## config.mk

```make
export PLATFORM = sky130hd
export DESIGN_NAME = operand_fetch
export DESIGN_NICKNAME = d
export VERILOG_FILES = /design/src/rtl/operand_fetch.sv
export SDC_FILE = /design/constraint.sdc
export NUM_CORES = 1
export LEC_CHECK = 0
export CORE_MARGIN = 2
export CORE_UTILIZATION = 35
export DETAILED_ROUTE_END_ITERATION = 12
export PLACE_DENSITY = 0.68
export SLEW_MARGIN = 5
export SYNTH_ARGS = -nofsm -noshare
export SYNTH_HDL_FRONTEND = slang
export SYNTH_SLANG_ARGS = --single-unit
```

## constraint.sdc

```tcl
create_clock -name clk_i -period 7.48 [get_ports clk_i]
set_input_delay 2.244 -clock clk_i [delete_from_list [all_inputs] [get_ports clk_i]]
set_output_delay 2.244 -clock clk_i [all_outputs]
set_load 0.005 [all_outputs]
```

## src/rtl/operand_fetch.sv

```systemverilog
// Operand fetch stage: scoreboard-gated issue, writeback bypass, and a one-deep
// registered operand bundle handed to the downstream stage with valid/ready.
module operand_fetch (
    input  logic        clk_i,
    input  logic        rst_i,
    input  logic        issue_valid_i,
    output logic        issue_ready_o,
    input  logic [2:0]  issue_sr1_i,
    input  logic [2:0]  issue_sr2_i,
    input  logic        issue_use_sr1_i,
    input  logic        issue_use_sr2_i,
    input  logic [2:0]  issue_dr_i,
    input  logic        issue_wr_dr_i,
    output logic [2:0]  rf_sr1_o,
    output logic [2:0]  rf_sr2_o,
    input  logic [15:0] rf_d1_i,
    input  logic [15:0] rf_d2_i,
    input  logic        wb_en_i,
    input  logic [2:0]  wb_dr_i,
    input  logic [15:0] wb_data_i,
    output logic        op_valid_o,
    input  logic        op_ready_i,
    output logic [15:0] op_a_o,
    output logic [15:0] op_b_o,
    output logic [2:0]  op_dr_o,
    output logic        op_wr_dr_o,
    output logic [7:0]  busy_o,
    output logic        sb_err_o
);

    logic [1:0]  pend_q [8];
    logic [1:0]  pend_d [8];
    logic [7:0]  inc_vec;
    logic [7:0]  dec_vec;
    logic [7:0]  underflow;
    logic        sb_err_q;
    logic        op_valid_q;
    logic [15:0] op_a_q, op_b_q;
    logic [2:0]  op_dr_q;
    logic        op_wr_dr_q;
    logic        fire;
    logic        sr1_free, sr2_free, dr_room, slot_free;
    logic        wb_hits_sr1, wb_hits_sr2, wb_hits_dr;
    logic [15:0] src_a, src_b;

    assign rf_sr1_o = issue_sr1_i;
    assign rf_sr2_o = issue_sr2_i;

    assign wb_hits_sr1 = wb_en_i && (wb_dr_i == issue_sr1_i);
    assign wb_hits_sr2 = wb_en_i && (wb_dr_i == issue_sr2_i);
    assign wb_hits_dr  = wb_en_i && (wb_dr_i == issue_dr_i);

    // A single outstanding write being retired this cycle is covered by the bypass.
    assign sr1_free = (pend_q[issue_sr1_i] == 2'd0) ||
                      ((pend_q[issue_sr1_i] == 2'd1) && wb_hits_sr1);
    assign sr2_free = (pend_q[issue_sr2_i] == 2'd0) ||
                      ((pend_q[issue_sr2_i] == 2'd1) && wb_hits_sr2);
    assign dr_room  = !issue_wr_dr_i || (pend_q[issue_dr_i] != 2'd3) || wb_hits_dr;
    assign slot_free = !op_valid_q || op_ready_i;

    assign issue_ready_o = (!issue_use_sr1_i || sr1_free) &&
                           (!issue_use_sr2_i || sr2_free) &&
                           dr_room && slot_free;
    assign fire = issue_valid_i && issue_ready_o;

    assign src_a = !issue_use_sr1_i ? 16'h0000 : (wb_hits_sr1 ? wb_data_i : rf_d1_i);
    assign src_b = !issue_use_sr2_i ? 16'h0000 : (wb_hits_sr2 ? wb_data_i : rf_d2_i);

    genvar gi;
    generate
        for (gi = 0; gi < 8; gi++) begin : g_pend
            assign inc_vec[gi] = fire && issue_wr_dr_i && (issue_dr_i == gi[2:0]);
            assign dec_vec[gi] = wb_en_i && (wb_dr_i == gi[2:0]);
            assign underflow[gi] = dec_vec[gi] && !inc_vec[gi] && (pend_q[gi] == 2'd0);
            assign pend_d[gi] = (inc_vec[gi] && !dec_vec[gi]) ? pend_q[gi] + 2'd1 :
                                (dec_vec[gi] && !inc_vec[gi] && (pend_q[gi] != 2'd0)) ?
                                    pend_q[gi] - 2'd1 : pend_q[gi];
            assign busy_o[gi] = |pend_q[gi];

            always_ff @(posedge clk_i or posedge rst_i) begin
                if (rst_i) begin
                    pend_q[gi] <= 2'd0;
                end else begin
                    pend_q[gi] <= pend_d[gi];
                end
            end
        end
    endgenerate

    always_ff @(posedge clk_i or posedge rst_i) begin
        if (rst_i) begin
            sb_err_q   <= 1'b0;
            op_valid_q <= 1'b0;
            op_a_q     <= 16'h0000;
            op_b_q     <= 16'h0000;
            op_dr_q    <= 3'd0;
            op_wr_dr_q <= 1'b0;
        end else begin
            sb_err_q <= sb_err_q || (|underflow);
            if (fire) begin
                op_valid_q <= 1'b1;
                op_a_q     <= src_a;
                op_b_q     <= src_b;
                op_dr_q    <= issue_dr_i;
                op_wr_dr_q <= issue_wr_dr_i;
            end else if (op_ready_i) begin
                op_valid_q <= 1'b0;
            end
        end
    end

    assign op_valid_o = op_valid_q;
    assign op_a_o     = op_a_q;
    assign op_b_o     = op_b_q;
    assign op_dr_o    = op_dr_q;
    assign op_wr_dr_o = op_wr_dr_q;
    assign sb_err_o   = sb_err_q;

endmodule

```

* After elaboration in Yosys (flattened, before gate mapping) *
Index checks and enable logic that the tools add are counted.

word-level totals
  bits in registers = 54
  input port bits = 68
  output and inout bits = 53

operators by class
  add/subtract/negate cells = 16
  magnitude comparators = 3
  equal/unequal tests = 20
  multiplexer cells = 31
  bitwise gates (word level) = 3
  reduce and logical (&&, ||, !) cells = 124

operators with widths
  cell                                                                 number
  16-bit two-way mux                                                   4
  1-bit logical AND                                                    58
  2-bit two-way mux                                                    22
  2-bit nonzero test                                                   17
  3-bit == test (second input constant)                                8
  1-bit logical NOT                                                    20
  2-bit logical NOT                                                    10
  2-bit binary-select mux with 3-bit select                            3
  2-bit by 1-bit adder with 2-bit output (second input constant)       8
  2-bit OR reduction                                                   8
  2-bit by 1-bit subtractor with 2-bit output (second input constant)  8
  3-bit by 2-bit == test with 1-bit output (second input constant)     4
  4-bit >= comparator (second input constant)                          3
  3-bit NOT with 4-bit output                                          3
  3-bit == test                                                        3
  1-bit logical OR                                                     8
  8-bit OR reduction                                                   1
  3-bit by 1-bit == test with 1-bit output (second input constant)     2
  3-bit logical NOT                                                    2
  2-bit by 1-bit == test with 1-bit output (second input constant)     2
  1-bit two-way mux                                                    2
  2-bit inequality test (second input constant)                        1

* Longest topological paths before layout *
  word-level depth = 19
  gate-level depth with buffers = 11
  depth with buffers taken out = 8

* Worst setup path after synthesis *
No wires, ideal clock.

  path kind = in2out
  start = in issue_sr1_i[0]
  end = out issue_ready_o
  arrival = 3753 ps
  data required time = 5236 ps
  slack = 1483 ps
  stages = 5
  buffers on the path = 1
  cells stage by stage = buf_2 -> mux4_2 -> a211o_1 -> a32oi_2 -> and3_1

between the ends
  longest elaborated chain between the ends = 11
  elaborated cells between the ends (all ways) = 14
  those cells by class = eq/ne (2); mux (3); bitwise (1); reduce/logical (8)

ends and longest elaborated chain
  item                                                  line    RTL
  start: declaration                                    8       input logic [2:0] issue_sr1_i,
  3-bit NOT with 4-bit output (not written as such)     54, 55
  2-bit binary-select mux with 3-bit select             54, 55
  2-bit two-way mux (not written as such) (2 in a row)  54, 55
  2-bit by 1-bit == test with 1-bit output              55      ((pend_q[issue_sr1_i] == 2'd1) && wb_hits_sr1);
  1-bit logical AND                                     55
  1-bit logical OR (*)                                  54      assign sr1_free = (pend_q[issue_sr1_i] == 2'd0) ||
  1-bit logical OR (*)                                  61      assign issue_ready_o = (!issue_use_sr1_i || sr1_free) &&
  1-bit logical AND (*)                                 61
  1-bit logical AND (*)                                 62      (!issue_use_sr2_i || sr2_free) &&
  1-bit logical AND (*)                                 63      dr_room && slot_free;
  end: declaration                                      7       output logic issue_ready_o,

Every way passes the cells marked *; elsewhere a longest branch is shown, timed or not. The select of a mux whose other input is x is not followed.

* Worst setup path in the final report *
Same ends and word-level chain as after synthesis.

==> impl_metrics.py <==
metrics = {
    "floorplan": {
        "row_count": 36,
        "io_pins": 121,
        "coreArea_sq_mm": 0.009639,
        "dieArea_sq_mm": 0.01060,
        "die_w_microns": 103.0,
        "chipHeight_microns": 103.0,
        "initial_core_util": 0.3557,
    },
    "global_routing": {
        "grt_pass1_wl_microns": 15770,
        "antenna_found_initial": 0,
        "grt_usage": 0.1953,
        "grt_pass1_vias": 3048,
        "grt-busiest-layer": "met2",
        "met3_usage": 0.03661,
        "grt_max_degree": 80,
        "grt_use_met1": 0.2564,
        "met2_usage": 0.3327,
        "grt_overflow": 0,
    },
    "run": {
        "maxCapViolCount": 0,
    },
    "finish": {
        "nFillCells": 932,
        "fin_cells": 620,
        "antennaDiodeCount": 0,
        "area_growth_syn_to_layout_pct": 40.62,
        "drive_gt1_frac": 0.1437,
        "nNetsFinal": 554,
    },
    "critical_path": {
        "critPathLaunchType": "input port",
        "worstPathMaxFanout": 6,
        "crit_path_end_kind": "primary output",
        "crit_type": "in -> out",
        "crit_arrival_ns": 4.79,
        "required_ns": 5.24,
    },
    "clocking": {
        "cts_resized": 0,
        "clock_sinks": 54,
        "postCtsSetupBuffers": 0,
        "clock_path_buffers": 2,
        "numCtsBuffers": 5,
        "cts.clk_slew.worst_paths_ns": 0.10,
        "tritoncts": "done",
        "cts_htree_levels": 2,
        "root_buffer": "clkbuf_8",
        "cts_hold_buf": 0,
        "insertion_delay_ns": 0.31,
    },
    "run_status": {
        "status": "completed",
    },
    "yosys": {
        "ys_seq_elements": 54,
        "synth_area_per_cell_sq_um": 9.022,
        "synth_area_sq_mm": 0.003428,
        "ys_warn_count": 0,
        "synth_area_leaders": "dfrtp_1 (39%), mux2_2 (11%), nand2_1 (10%)",
        "ys_types": 45,
        "yosysTopAreaCell": "dfrtp_1",
        "synthArstFlopShare": 1.000,
        "synth_nets": 448,
        "ys.flop_type": "dfrtp_1",
        "synth_edf_count": 0,
        "ys_seq_area_frac": 0.3942,
        "netlist.area_leader.share": 0.3942,
        "synthCells": 380,
    },
    "route": {
        "drt_iter0_markers": 97,
        "dr.pass1.iters": 4,
        "ant_nets": 0,
        "wl_per_cell_microns": 16.54,
        "vias_per_cell": 5.124,
        "num_vias": 3177,
        "drc": 0,
        "routed_wl_microns": 10250,
    },
    "timing": {
        "fmax_mhz": 142.2,
        "drv_slew": 0,
        "setup_tns_ns": 0,
        "rsz0062_at_grt": "false",
        "finClkSkew_ns": 0.008493,
        "worst_pin_slew_ns": 0.7733,
        "setup_violations": 0,
        "finalCritPeriodShare": 0.9403,
        "min_period_ns": 7.034,
        "hold_viol": 0,
        "timing.slew.headroom": 0.4844,
    },
    "power": {
        "ir_drop_mv": 0.1398,
        "power-per-cell-area_mw_per_mm2": 242.1,
        "power.leakage_uw": 0.001933,
    },
    "placed_design": {
        "place_inst": 612,
        "place.gp.congestion": 0.8966,
        "hpwl_microns": 7718,
        "portBuffers": 120,
    },
    "worst_hold_path": {
        "min_path_type": "reg -> reg",
    },
}
## cells in the mapped netlist (6+ instances only)
library cell / instances
buf_4: 6
clkbuf_1: 15
dfrtp_1: 54
inv_1: 10
mux2_2: 34
mux4_2: 9
nand2_1: 94
nand2b_1: 8
nand3_1: 8
nor2_1: 11
o21ai_0: 49
o31a_1: 6
or2_2: 8
xnor2_1: 8
## critical path, stage by stage
cell and delay [ns]:
clkdlybuf4s50_1 0.70, mux4_2 0.56, a211o_1 0.32, a32oi_2 0.23, and3_1 0.22, clkdlybuf4s50_1 0.51
## metal layers
metal | wire length (microns) | up-vias
met2 | 4948 | 134
met3 | 847 | 6
li1 | - | 1541
met5 | 0 | -
met1 | 4376 | 1496
met4 | 81 | 0
## cells in the final DEF (no fill, tap or decap), types with 2 or more instances in the layout
cell type	netlist	routed
o31a_1	6	6
a21oi_1	5	5
nand2_1	94	94
clkdlybuf4s50_1	0	120
mux4_2	9	9
a211o_1	3	3
nand2b_1	8	8
mux2_2	34	34
or2_2	8	8
o21ai_0	49	49
clkbuf_8	0	5
dfrtp_1	54	54
mux2i_1	2	2
xnor2_1	8	8
nand3_1	8	8
nor3b_1	3	3
nor4_1	4	4
nand3b_1	2	2
nor3_1	4	4
a211oi_1	2	2
nor2_1	11	11
and3_1	2	2
o31ai_1	4	4
buf_4	6	6
xor2_1	3	3
o21a_1	3	3
inv_1	10	9
## per-stage QoR
stage	instance area [sq um]	utilization	setup slack, ns	total power, uW	hold WS, ns
after floorplan	3428	-	1.483	680.5	0.4697
after global placement	4711	0.4887	0.4906	962.6	0.4629
after detailed placement	4711	0.4887	0.4361	978.0	0.4690
after CTS	4821	0.5001	0.4391	1179	0.4925
after global routing	4821	0.5001	0.3484	1254	0.5111
final	4821	0.5001	0.4464	1167	0.4897
## logic make-up after synthesis
kind of cell              Yosys count  share of synthesized area
AOI/OAI and AO/OA                  81                     0.1467
DFF                                54                     0.3942
xor gates and xnor gates           11                    0.02810
muxes                              45                     0.1766
and+or+nand+nor                   152                     0.2055
buffers and inverters              37                    0.04890
## power breakdown
group,internal [uW],switching (uW),total (uW)
Sequential,394,91.4,485
Combinational,293,190,483
Clock,100,99.0,199
## final cells by class
class / instances / area (sq um) / share of cell area
Clock buffer: 6 / 72.57 / 0.01505
Sequential cell: 54 / 1351 / 0.2803
Tap cell: 133 / 166.4 / 0.03452
Clock inverter: 2 / 37.54 / 0.007786
Timing Repair Buffer: 126 / 1246 / 0.2585
Multi-Input combinational cell: 289 / 1909 / 0.3961
Inverter: 10 / 37.54 / 0.007786
## sequential cells by signal (all words and copies together), names as in the netlist
name        cells
op_a_o         16
pend_q         16
op_b_o         16
op_valid_o      1
op_wr_dr_o      1
op_dr_o         3
sb_err_o        1
## final timing paths
path                                      from            end  slack (ns)  cells after the start
worst min-delay path                op_dr_o[1]     op_dr_o[1]        0.49                      2
min in group asynchronous                rst_i      op_a_o[5]        2.43                      3
max in group asynchronous                rst_i      pend_q[5]        4.55                      3
worst max register to register       pend_q[2]       sb_err_o        3.83                      8
worst max-delay path            issue_sr1_i[0]  issue_ready_o        0.45                      6
worst min register to register      op_dr_o[1]     op_dr_o[1]        0.49                      2
Note: power is estimated with default switching activity, not from simulation.
